**src/rtl/apb_master_pkg.sv**
```systemverilog
// Shared types and constants for the APB round-robin master.
package apb_master_pkg;

  typedef enum logic [1:0] {
    IDLE    = 2'd0,
    SETUP   = 2'd1,
    ACCESS  = 2'd2,
    ERRDONE = 2'd3
  } state_t;

  localparam logic [31:0] ERR_RDATA   = 32'hDEADBEEF;
  localparam int          SLV_SEL_MSB = 15;
  localparam int          SLV_SEL_LSB = 12;

  // True when the address window field names an existing slave.
  function automatic logic slv_in_range(input logic [31:0] addr, input int num_slv);
    logic [31:0] win;
    win = {28'd0, addr[SLV_SEL_MSB:SLV_SEL_LSB]};
    return (win < $unsigned(num_slv));
  endfunction

endpackage

```
**src/rtl/rr_arbiter.sv**
```systemverilog
// Combinational round-robin pick: first requester at or after (ptr+1) mod N.
module rr_arbiter #(
  parameter int N = 2,
  parameter int W = (N > 1) ? $clog2(N) : 1
) (
  input  logic [N-1:0] req,
  input  logic [W-1:0] ptr,
  output logic [W-1:0] gnt_idx,
  output logic         gnt_valid
);

  logic [W-1:0] idx_s;

  // Scan offsets 1..N; the first hit wins because gnt_valid blocks later ones.
  always_comb begin
    gnt_idx   = '0;
    gnt_valid = 1'b0;
    idx_s     = '0;
    for (int i = 1; i <= N; i++) begin
      idx_s     = W'((int'(ptr) + i) % N);
      gnt_idx   = (req[idx_s] && !gnt_valid) ? idx_s : gnt_idx;
      gnt_valid = gnt_valid | req[idx_s];
    end
  end

endmodule

```
**src/rtl/apb_rr_master.sv**
```systemverilog
// APB master sequencer: arbitrates NUM_REQ requesters round-robin onto one
// APB bus, decodes the slave window and returns status to the owner.
module apb_rr_master #(
  parameter int NUM_REQ = 2,
  parameter int NUM_SLV = 4,
  parameter int TIMEOUT = 16
) (
  input  logic                  clk,
  input  logic                  n_rst,
  input  logic [NUM_REQ-1:0]    req,
  input  logic [NUM_REQ*32-1:0] req_addr,
  input  logic [NUM_REQ-1:0]    req_write,
  input  logic [NUM_REQ*32-1:0] req_wdata,
  output logic [NUM_REQ-1:0]    done,
  output logic [31:0]           rdata,
  output logic                  err,
  output logic [31:0]           PADDR,
  output logic [31:0]           PWDATA,
  output logic                  PWRITE,
  output logic [NUM_SLV-1:0]    PSEL,
  output logic                  PENABLE,
  input  logic [NUM_SLV*32-1:0] PRDATA,
  input  logic [NUM_SLV-1:0]    PREADY,
  input  logic [NUM_SLV-1:0]    PSLVERR
);
  import apb_master_pkg::*;

  localparam int GNT_W = (NUM_REQ > 1) ? $clog2(NUM_REQ) : 1;
  localparam int SLV_W = (NUM_SLV > 1) ? $clog2(NUM_SLV) : 1;
  localparam int CNT_W = $clog2(TIMEOUT) + 1;
  localparam logic [GNT_W-1:0] PTR_RST  = GNT_W'(NUM_REQ - 1);
  localparam logic [CNT_W-1:0] CNT_LAST = CNT_W'(TIMEOUT - 1);
  localparam logic [CNT_W-1:0] CNT_MAX  = {CNT_W{1'b1}};
  localparam logic [CNT_W-1:0] CNT_ONE  = {{(CNT_W-1){1'b0}}, 1'b1};

  state_t             state_q, state_d;
  logic [GNT_W-1:0]   ptr_q, ptr_d;
  logic [GNT_W-1:0]   gnt_q, gnt_d;
  logic [31:0]        addr_q, addr_d;
  logic [31:0]        wdata_q, wdata_d;
  logic               write_q, write_d;
  logic [SLV_W-1:0]   sel_q, sel_d;
  logic [CNT_W-1:0]   cnt_q, cnt_d;

  logic [GNT_W-1:0]   gnt_idx_s;
  logic               gnt_valid_s;
  logic [31:0]        cand_addr_s;
  logic [NUM_REQ-1:0] owner_s;
  logic [31:0]        sel_rdata_s;

  rr_arbiter #(.N(NUM_REQ), .W(GNT_W)) u_arb (
    .req       (req),
    .ptr       (ptr_q),
    .gnt_idx   (gnt_idx_s),
    .gnt_valid (gnt_valid_s)
  );

  assign cand_addr_s = req_addr[{gnt_idx_s, 5'd0} +: 32];
  assign owner_s     = {{(NUM_REQ-1){1'b0}}, 1'b1} << gnt_q;
  assign sel_rdata_s = PRDATA[{sel_q, 5'd0} +: 32];

  // Address/data/direction hold their last latched values once the bus idles.
  assign PADDR  = addr_q;
  assign PWDATA = wdata_q;
  assign PWRITE = write_q;

  // Bus control follows the phase; only SETUP and ACCESS select a slave.
  always_comb begin
    PSEL    = '0;
    PENABLE = 1'b0;
    case (state_q)
      SETUP:   PSEL = {{(NUM_SLV-1){1'b0}}, 1'b1} << sel_q;
      ACCESS: begin
        PSEL    = {{(NUM_SLV-1){1'b0}}, 1'b1} << sel_q;
        PENABLE = 1'b1;
      end
      default: PSEL = '0;
    endcase
  end

  // Next-state, latching and completion outputs.
  always_comb begin
    state_d = state_q;
    ptr_d   = ptr_q;
    gnt_d   = gnt_q;
    addr_d  = addr_q;
    wdata_d = wdata_q;
    write_d = write_q;
    sel_d   = sel_q;
    cnt_d   = cnt_q;
    done    = '0;
    rdata   = 32'd0;
    err     = 1'b0;
    case (state_q)
      IDLE: begin
        if (gnt_valid_s) begin
          gnt_d   = gnt_idx_s;
          ptr_d   = gnt_idx_s;
          addr_d  = cand_addr_s;
          wdata_d = req_wdata[{gnt_idx_s, 5'd0} +: 32];
          write_d = req_write[gnt_idx_s];
          sel_d   = cand_addr_s[SLV_SEL_LSB +: SLV_W];
          if (slv_in_range(cand_addr_s, NUM_SLV)) begin
            state_d = SETUP;
          end else begin
            state_d = ERRDONE;
          end
        end else begin
          state_d = IDLE;
        end
      end
      SETUP: begin
        cnt_d   = '0;
        state_d = ACCESS;
      end
      ACCESS: begin
        // Saturating so a long stall can never alias back to an early count.
        cnt_d = (cnt_q == CNT_MAX) ? cnt_q : (cnt_q + CNT_ONE);
        if (PREADY[sel_q]) begin
          done    = owner_s;
          err     = PSLVERR[sel_q];
          rdata   = write_q ? 32'd0 : sel_rdata_s;
          state_d = IDLE;
        end else if (cnt_q >= CNT_LAST) begin
          done    = owner_s;
          err     = 1'b1;
          rdata   = ERR_RDATA;
          state_d = IDLE;
        end else begin
          state_d = ACCESS;
        end
      end
      ERRDONE: begin
        done    = owner_s;
        err     = 1'b1;
        rdata   = ERR_RDATA;
        state_d = IDLE;
      end
      default: state_d = IDLE;
    endcase
  end

  // State and transfer-context registers.
  always_ff @(posedge clk or negedge n_rst) begin
    if (!n_rst) begin
      state_q <= IDLE;
      ptr_q   <= PTR_RST;
      gnt_q   <= '0;
      addr_q  <= 32'd0;
      wdata_q <= 32'd0;
      write_q <= 1'b0;
      sel_q   <= '0;
      cnt_q   <= '0;
    end else begin
      state_q <= state_d;
      ptr_q   <= ptr_d;
      gnt_q   <= gnt_d;
      addr_q  <= addr_d;
      wdata_q <= wdata_d;
      write_q <= write_d;
      sel_q   <= sel_d;
      cnt_q   <= cnt_d;
    end
  end

endmodule

```
**config.mk**
```make
export PLATFORM = sky130hd
export DESIGN_NAME = apb_rr_master
export DESIGN_NICKNAME = d
export VERILOG_FILES = /design/src/rtl/apb_master_pkg.sv /design/src/rtl/rr_arbiter.sv /design/src/rtl/apb_rr_master.sv
export SDC_FILE = /design/constraint.sdc
export NUM_CORES = 1
export LEC_CHECK = 0
export BUFFER_PORTS_ARGS = -buffer_cell sky130_fd_sc_hd__buf_2
export CAP_MARGIN = 20
export CORE_AREA = 4 4 144 146
export CTS_CLUSTER_DIAMETER = 60
export DETAILED_ROUTE_END_ITERATION = 10
export DIE_AREA = 0 0 148 150
export PLACE_DENSITY = 0.53
export REMOVE_ABC_BUFFERS = 1
export SETUP_SLACK_MARGIN = 0.15
export SYNTH_ARGS = -nofsm -noshare
export SYNTH_HDL_FRONTEND = slang
export SYNTH_SLANG_ARGS = --single-unit
```
**constraint.sdc**
```tcl
create_clock -name clk -period 3.1 [get_ports clk]
set_clock_uncertainty 0.05 [all_clocks]
set_input_delay 0.62 -clock clk [delete_from_list [all_inputs] [get_ports clk]]
set_output_delay 0.62 -clock clk [all_outputs]
set_load 0.05 [all_outputs]
```
==> Word-level counts from Yosys, hierarchy flattened <==
Index checks and enable logic that the tools add are counted.
{ "word_totals": {"word_cells": 66, "register_bits": 76, "out_inout_bits": 105} }
{ "op_classes": {"addsub": 3, "n_eq_ne": 5, "n_mux": 31, "n_reduce_logical": 7, "n_shift": 5, "n_bitwise": 1, "n_lt_le_gt_ge": 6} }
{ "ops": {"columns": ["operator", "count"], "rows": [
  ["$shiftx A128 B8 Y32", 1],
  ["$shiftx A64 B7 Y32", 2],
  ["$mux W32", 3],
  ["$pmux W32 S2", 1],
  ["$mux W1", 13],
  ["$mux W2", 6],
  ["$pmux W5 S2", 1],
  ["$pmux W2 S4", 1],
  ["$lt A1 B2 Y1 const B", 3],
  ["$add A5 B1 Y5 const B", 1],
  ["$eq A5 B5 Y1 const B", 1],
  ["$ge A5 B4 Y1 const B", 1],
  ["$mux W5", 1],
  ["$bmux W1 S2", 2],
  ["$eq A2 B2 Y1 const B", 2],
  ["$lt A4 B3 Y1 const B", 1],
  ["$mux W4", 1],
  ["$pmux W2 S2", 1],
  ["$reduce_and A2 Y1", 2],
  ["$shl A1 B2 Y4 const A", 1],
  ["$lt A2 B3 Y1 const B", 1],
  ["$add A1 B1 Y1 const B", 2],
  ["$eq A2 B1 Y1 const B", 1],
  ["$logic_not A2 Y1", 1],
  ["8 further kinds", 8]
]} }

==> Longest topological paths before layout <==
Gate-level depths: netlist of the first run.
{ "logic_depth": {"ltp_word": 11, "mapped_depth": 7, "depth_no_buf": 6} }

==> By module <==
Synthesis of the first run repeated with hierarchy kept, for this count alone.
{ "unflattened": {"hier_cells": 458, "area_unflattened_um2": 4737.0} }
{ "modules_own_cells": {"columns": ["module", "n_inst", "area_per_inst_um2", "cells_each"], "rows": [
  ["apb_rr_master", 1, 4723.3, 456],
  ["rr_arbiter", 1, 13.8, 2]
]} }

==> Worst setup path before layout of the first run <==
OpenSTA, ideal clock, no wires.
{ "synth_path": {"kind": "register to output", "start": "register PADDR[12] (netlist name)", "end": "output port err", "stages_incl_launch_ff": 6, "path_slack_ns": -0.094, "n_path_buf": 2, "arrival_time_ns": 2.524, "required_time_ns": 2.430, "path_cell_list": "dfrtp_1 > mux4_2 > nor2b_1 > clkbuf_1 > buf_2 > a21oi_1"} }
{ "synth_rtl": {"columns": ["element", "line_no", "source"], "rows": [
  ["end, declared", "apb_rr_master.sv:16", "output logic err,"]
]} }

==> Final worst setup path of the first run <==
{ "layout_path": {"start": "register cnt_q[0]", "end": "output port rdata[12]"} }
{ "layout_between": {"elab_chain_cells": 4} }
{ "layout_rtl": {"columns": ["element", "line_no", "source"], "rows": [
  ["start, declared", "apb_rr_master.sv:43", "logic [CNT_W-1:0] cnt_q, cnt_d;"],
  ["start signal, assigned", "apb_rr_master.sv:162", "cnt_q <= cnt_d;"],
  ["$ge A5 B4 Y1", "apb_rr_master.sv:124", "end else if (cnt_q >= CNT_LAST) begin"],
  ["$mux W32", "apb_rr_master.sv:124", null],
  ["$mux W32", "apb_rr_master.sv:119", "if (PREADY[sel_q]) begin"],
  ["$pmux W32 S2", "apb_rr_master.sv:94", "case (state_q)"],
  ["end, declared", "apb_rr_master.sv:15", "output logic [31:0] rdata,"]
]} }
Every way passes these cells.

==> run metrics, run 1 <==
run status finished clean; dominant cell type by area after synthesis dfrtp_1; P_leak 3.85 nW; first-pass GRT wire length 27.0 mm; TritonRoute pass-1 iters 6; gp weighted congestion 0.890; Die H 150 um; Peak VDD IR 0.000430 V; synth warn 0; Flop pwr share 0.195; TritonCTS clock tree done; Detail Placement HPWL 15.4 mm; Data arrival, critical path 2360 ps; Hold Vio Cnt, Final 0; fin area 7530 um^2; WL final 18.6 mm; global route total overflow 0; slew margin rel. 0.512; leading cell type in the layout, fill and taps excluded buf_2; worst-margin pin slew 733 ps; Area Overhead vs Synth 58.5%; Final Worst Setup Slack 74.4 ps; crit path max-delay cell type dfrtp_1; Worst Path Max Fanout 8; Remaining DRCs 0; Max Transition Viols Final 0; Top-Level Pins 375; required time of the worst setup path 2430 ps; P_int 4.08 mW; cell count along the critical path 9; largest cells by area after synthesis dfrtp_1 38%, mux4_2 16%, mux2i_1 14%, o21ai_0 6.8%, nand2_1 5.5%; CORE AREA 19400 um^2; slowest stage delay, CP 390 ps; FF-to-FF path depth 5; port bufs 374; number of max-cap violations 0; die area 22200 um^2; largest net degree at the start of global routing 79; R2R setup slack 1190 ps; FF+latch count, synth 74; Clock Pin Slew Worst Setup and Hold Paths 60 ps; post-synthesis sequential area ratio 0.390; Setup crit start kind flip-flop; via count 4875; crit share post-route 0.976; final setup vio count 0; post-route ant nets 0; vias per inst 4.44; Clk Latency, worst-skew pair 320 ps; Period minus WS final 3030 ps; num rows 51; fillers 2016; CTS sink count 74; Bufs on Longest Clock Path 2; CP Capture Type primary output; Initial Util 0.245; worst path bufs/invs 3; Sw Ratio 0.540; CP delay by family, top simple AND/OR/NAND/NOR gates; CTS Hold Bufs 0; post-place instance area 6950 um^2; commonest cells after routing, fill and taps aside 346 x buf_2, 71 x dfrtp_1, 69 x nand2_1; PD cells 1180 nW/um^2; Setup WS pre-CTS 162 ps; Synth top area share 0.385; initial detailed-routing violation count 86; Yosys cell types 35; CP Cell Sequence ha_2 > and3_4 > ha_4 > or3_4 > o32ai_4 > buf_12 > buf_8 > a21oi_1 > buf_4; final core occ 0.388; post-synthesis cell count 452; vias in the first global route 5011; Clk pwr share 0.126; switching power of the nets 4.78 mW; die width 148 um; initial antenna violation count 4; Syn Area/Cell 10.5 um^2; CTS root buffer clkbuf_16; CP Capture Point rdata[12]; Final Net Count 1102; clock buffer count from CTS 9; Hold WS 229 ps; RSZ-0062 raised after global routing yes; Tot GR Track Use 0.156; Worst Setup Path Type reg2out; Worst Hold Class in2async; Worst R2R End state_q[1]; worst r2r src state_q[0]; highest clock rate 331 MHz; combinational power share 0.679; Post-Synthesis Cell Area 4750 um^2; Critical Path Start cnt_q[0]; Avg WL per Cell 16.9 um; ratio of cells with drive above 1 in the final layout 0.560; H-tree Lvls 3
==> area by class of cell <==
type                       instances  area, um^2  share of cell area
antenna                            3        7.51            0.000998
clock buffer                       9         225              0.0299
clock inverter                     7        93.8              0.0125
inverter                           7        26.3             0.00349
multi-input combinational        334        2750               0.366
sequential                        74        1860               0.247
tap                              265         332              0.0441
timing repair buffer             398        2230               0.297
==> sequential cells by signal, indices dropped and copies added, names as in the netlist <==
name,flops
PWDATA,32
cnt_q,5
ptr_q,1
gnt_q,1
PADDR,32
PWRITE,1
state_q,2
==> cells by family (layout without fill, tap and decap cells) <==
family	count (synthesis)	in the layout	synth area share
other cells	0	3	0
compound gates	105	105	0.121
flops	74	74	0.390
simple gates	119	119	0.119
mux	102	102	0.305
fa+ha+maj	8	8	0.0211
buf+inv	44	421	0.0432
==> synthesized netlist by cell type <==
cell	number
buf_2	11
a21oi_1	28
inv_1	7
mux2_2	1
mux4_2	34
buf_6	2
mux2i_1	67
nor3b_1	1
o21a_1	1
a21o_1	1
dfstp_2	1
a31oi_1	1
a21boi_1	1
nand3b_1	1
dfrtp_1	73
nand4b_1	1
nand2b_1	25
o21ai_1	1
ha_1	8
nand2_1	69
o32ai_4	1
and4_1	1
or3_1	1
buf_4	3
nor2_1	6
or3b_2	1
o22ai_1	1
buf_1	3
nor2b_1	11
o31a_1	1
o2bb2ai_1	1
o21ai_0	65
a22o_1	3
clkbuf_1	18
and3_1	2
==> power groups by stage <==
| stage | Clock, mW | Sequential (mW) | Combinational [mW] |
|---|---|---|---|
| floorplan | 0 | 3.29 | 2.67 |
| global placement | 0 | 1.74 | 5.71 |
| detailed placement | 0 | 1.76 | 5.73 |
| CTS | 1.16 | 1.74 | 6.06 |
| global route | 1.20 | 1.81 | 6.41 |
| finish | 1.12 | 1.73 | 6.01 |
==> layer usage <==
layer	up-vias	wire (um)	global-route usage
met5	-	13	0
met4	2	565	0.0605
met3	35	1740	0.0466
met2	248	9790	0.293
met1	2216	6460	0.163
li1	2374	-	-
==> worst min-delay path by stage <==
stage / slack, ps / to / from
global placement: 410 / PADDR[10] / PADDR[10]
finish: 230 / PWDATA[8] / n_rst
detailed placement: 420 / PADDR[0] / PADDR[0]
CTS: 250 / PWDATA[8] / n_rst
floorplan: 270 / PADDR[0] / n_rst
global route: 270 / PWDATA[8] / n_rst
==> metrics by stage <==
step                total power [mW]  instances  TNS [ps]
CTS                             8.97       1091         0
global route                    9.42       1097     -12.1
detailed placement              7.49       1069         0
global placement                7.45       1069         0
floorplan                       5.96        415   -241110
finish                          8.85       1097         0
==> timing repair <==
action | in CTS | in global routing
setup buffers | 4 | 3
pin swaps | 3 | 2
setup endpoints to repair | 27 | 27
gates cloned | 2 | 0
resized for setup | 44 | 4
No activity file was read; power rests on OpenSTA's default activity.
==> inputs of run 2 (changes only) <==
--- a/config.mk
+++ b/config.mk
@@ -7,13 +7,14 @@
 export LEC_CHECK = 0
 export BUFFER_PORTS_ARGS = -buffer_cell sky130_fd_sc_hd__buf_2
 export CAP_MARGIN = 20
-export CORE_AREA = 4 4 144 146
+export CORE_AREA = 4 4 143 145
 export CTS_CLUSTER_DIAMETER = 60
 export DETAILED_ROUTE_END_ITERATION = 10
-export DIE_AREA = 0 0 148 150
-export PLACE_DENSITY = 0.53
+export DIE_AREA = 0 0 147 149
+export PLACE_DENSITY = 0.54
 export REMOVE_ABC_BUFFERS = 1
 export SETUP_SLACK_MARGIN = 0.15
 export SYNTH_ARGS = -nofsm -noshare
 export SYNTH_HDL_FRONTEND = slang
 export SYNTH_SLANG_ARGS = --single-unit
+export TNS_END_PERCENT = 30
==> run 2 against run 1 <==
Against the previous run: the flow now finishes with violations (negative setup slack); via count decreased by 0.98%; critical path type unchanged; final cell count decreased by 0.46%; die area decreased by 1.3%; utilization increased by 0.89 points; total power increased by 3.2%; flip-flop and latch count unchanged; combinational power increased by 3%; sequential share of layout area decreased by 0.33 points.
==> run metrics, run 2 (synthesis results as in run 1) <==
worst r2r src state_q[0]; final setup vio count 15 (+15); final core occ 0.397 (+0.00888); Final Net Count 1097 (-0.45%); CORE AREA 19200 um^2 (-0.99%); Remaining DRCs 0 (unchanged); CTS root buffer clkbuf_16; highest clock rate 319 MHz (-3.5%); gp weighted congestion 0.847 (-4.8%); vias per inst 4.42 (-0.53%); Detail Placement HPWL 14.7 mm (-4.3%); Setup crit start kind flip-flop; Max Transition Viols Final 0 (unchanged); Period minus WS final 3130 ps (+109 ps); R2R setup slack 1200 ps (about the same); largest net degree at the start of global routing 101 (+28%); CTS sink count 74 (unchanged); global route total overflow 0 (unchanged); number of max-cap violations 0 (unchanged); TritonCTS clock tree done; Tot GR Track Use 0.157 (+0.00140); num rows 51 (unchanged); Worst Setup Path Type reg2out; Area Overhead vs Synth 60.5%; ratio of cells with drive above 1 in the final layout 0.563 (+0.00340); Worst Path Max Fanout 6 (-2); die area 21900 um^2 (-1.3%); area of the multi-input gates 2780 um^2 (+1.0%); fillers 1975 (-2.0%); Bufs on Longest Clock Path 2 (unchanged); violated checks negative setup slack; post-route ant nets 0 (unchanged); initial detailed-routing violation count 97 (+13%); Top-Level Pins 375 (unchanged); Worst R2R End state_q[1]; Data arrival, critical path 2460 ps (+100 ps); Critical Path Start cnt_q[0]; FF-to-FF path depth 5 (unchanged); Avg WL per Cell 16.8 um (-0.67%); Clock Pin Slew Worst Setup and Hold Paths 60 ps (about the same); CTS Hold Bufs 0 (unchanged); Worst Hold Class in2async; Clk Latency, worst-skew pair 320 ps (about the same); worst-margin pin slew 960 ps (+227 ps); PD cells 1200 nW/um^2 (+1.9%); first-pass GRT wire length 26.9 mm (-0.56%); Peak VDD IR 0.000474 V (+10%); vias in the first global route 4859 (-3.0%); P_leak 3.87 nW (+0.65%); required time of the worst setup path 2430 ps (about the same); leading cell type in the layout, fill and taps excluded buf_2; Hold Vio Cnt, Final 0 (unchanged); commonest cells after routing, fill and taps aside 346 x buf_2, 72 x dfrtp_1, 69 x nand2_1; Final TNS setup -264 ps (-264 ps); slew margin rel. 0.360 (-0.151); Sequential cell area 1850 um^2 (about the same); initial antenna violation count 5 (+1); CP Capture Type primary output; run status complete, but fails checks; TritonRoute pass-1 iters 4 (-2); Initial Util 0.247 (+0.00244); port bufs 374 (unchanged); die width 147 um (-0.68%); clock buffer count from CTS 9 (unchanged); via count 4827 (-0.98%); WL final 18.4 mm (-1.1%); Final Worst Setup Slack -34.8 ps (-109 ps); RSZ-0062 raised after global routing yes; crit share post-route 1.01 (+0.0352); CP Capture Point rdata[3]; H-tree Lvls 3 (unchanged); Die H 149 um (-0.67%)
[run 2: worst min path at each step]
stage | endpoint | cells after the start | slack [ps]
finish | PWDATA[27] | 1 | 400
global route | PWDATA[22] | 2 | 450
CTS | PWDATA[27] | 1 | 430
detailed placement | PWDATA[26] | 2 | 410
global placement | PADDR[10] | 2 | 410
floorplan | PADDR[0] | 0 | 270
[run 2: per-stage QoR]
stage | std cells | setup slack (ps) | area [um^2] | total power [mW] | hold slack, ps
after global routing | 1092 | -96.1 | 7620 | 9.67 | 453
after global placement | 1063 | 240 | 6920 | 7.41 | 409
after CTS | 1088 | -75.6 | 7580 | 9.21 | 429
after floorplan | 415 | -2910 | 4570 | 5.96 | 274
after detailed placement | 1063 | 170 | 6920 | 7.44 | 415
final | 1092 | -34.8 | 7620 | 9.14 | 397
[run 2: worst max-delay path: stages (launching register included)]
cell and delay (ps):
dfrtp_1 380, ha_2 190, and3_4 190, ha_4 150, or3_4 330, o32ai_4 240
buf_12 160, buf_8 110, clkbuf_16 130, a21oi_1 40, buf_4 190
[run 2: routing by layer]
metal / vias up / share of wire / global-route usage
li1: 2357 / - / -
met1: 2188 / 0.35 / 0.169
met2: 247 / 0.53 / 0.294
met3: 31 / 0.092 / 0.0462
met4: 4 / 0.028 / 0.0555
met5: - / 0.0015 / 0
[run 2: cell type report]
cell class / count / share of cell area
diodes: 3 / 0.000985
clock buffers: 9 / 0.0295
clock inverters: 7 / 0.0163
inverters: 7 / 0.00345
multi-input cells: 334 / 0.365
flip-flops and latches: 74 / 0.243
well taps: 265 / 0.0435
repair buffers: 393 / 0.298
[run 2: what timing repair did]
action / 4_1_cts / 5_1_grt
resized for setup: 57 / 2
buffers inserted: 7 / 0
gates cloned: 2 / 1
endpoints found under the hold margin: 0 / 0
pin swaps: 4 / 2
setup endpoints to repair: 27 / 27
[run 2: power breakdown]
part	switching [mW]	internal (mW)	leakage [nW]
Combinational	4.15	2.06	2.79
Sequential	0.281	1.44	0.915
Clock	0.424	0.795	0.167
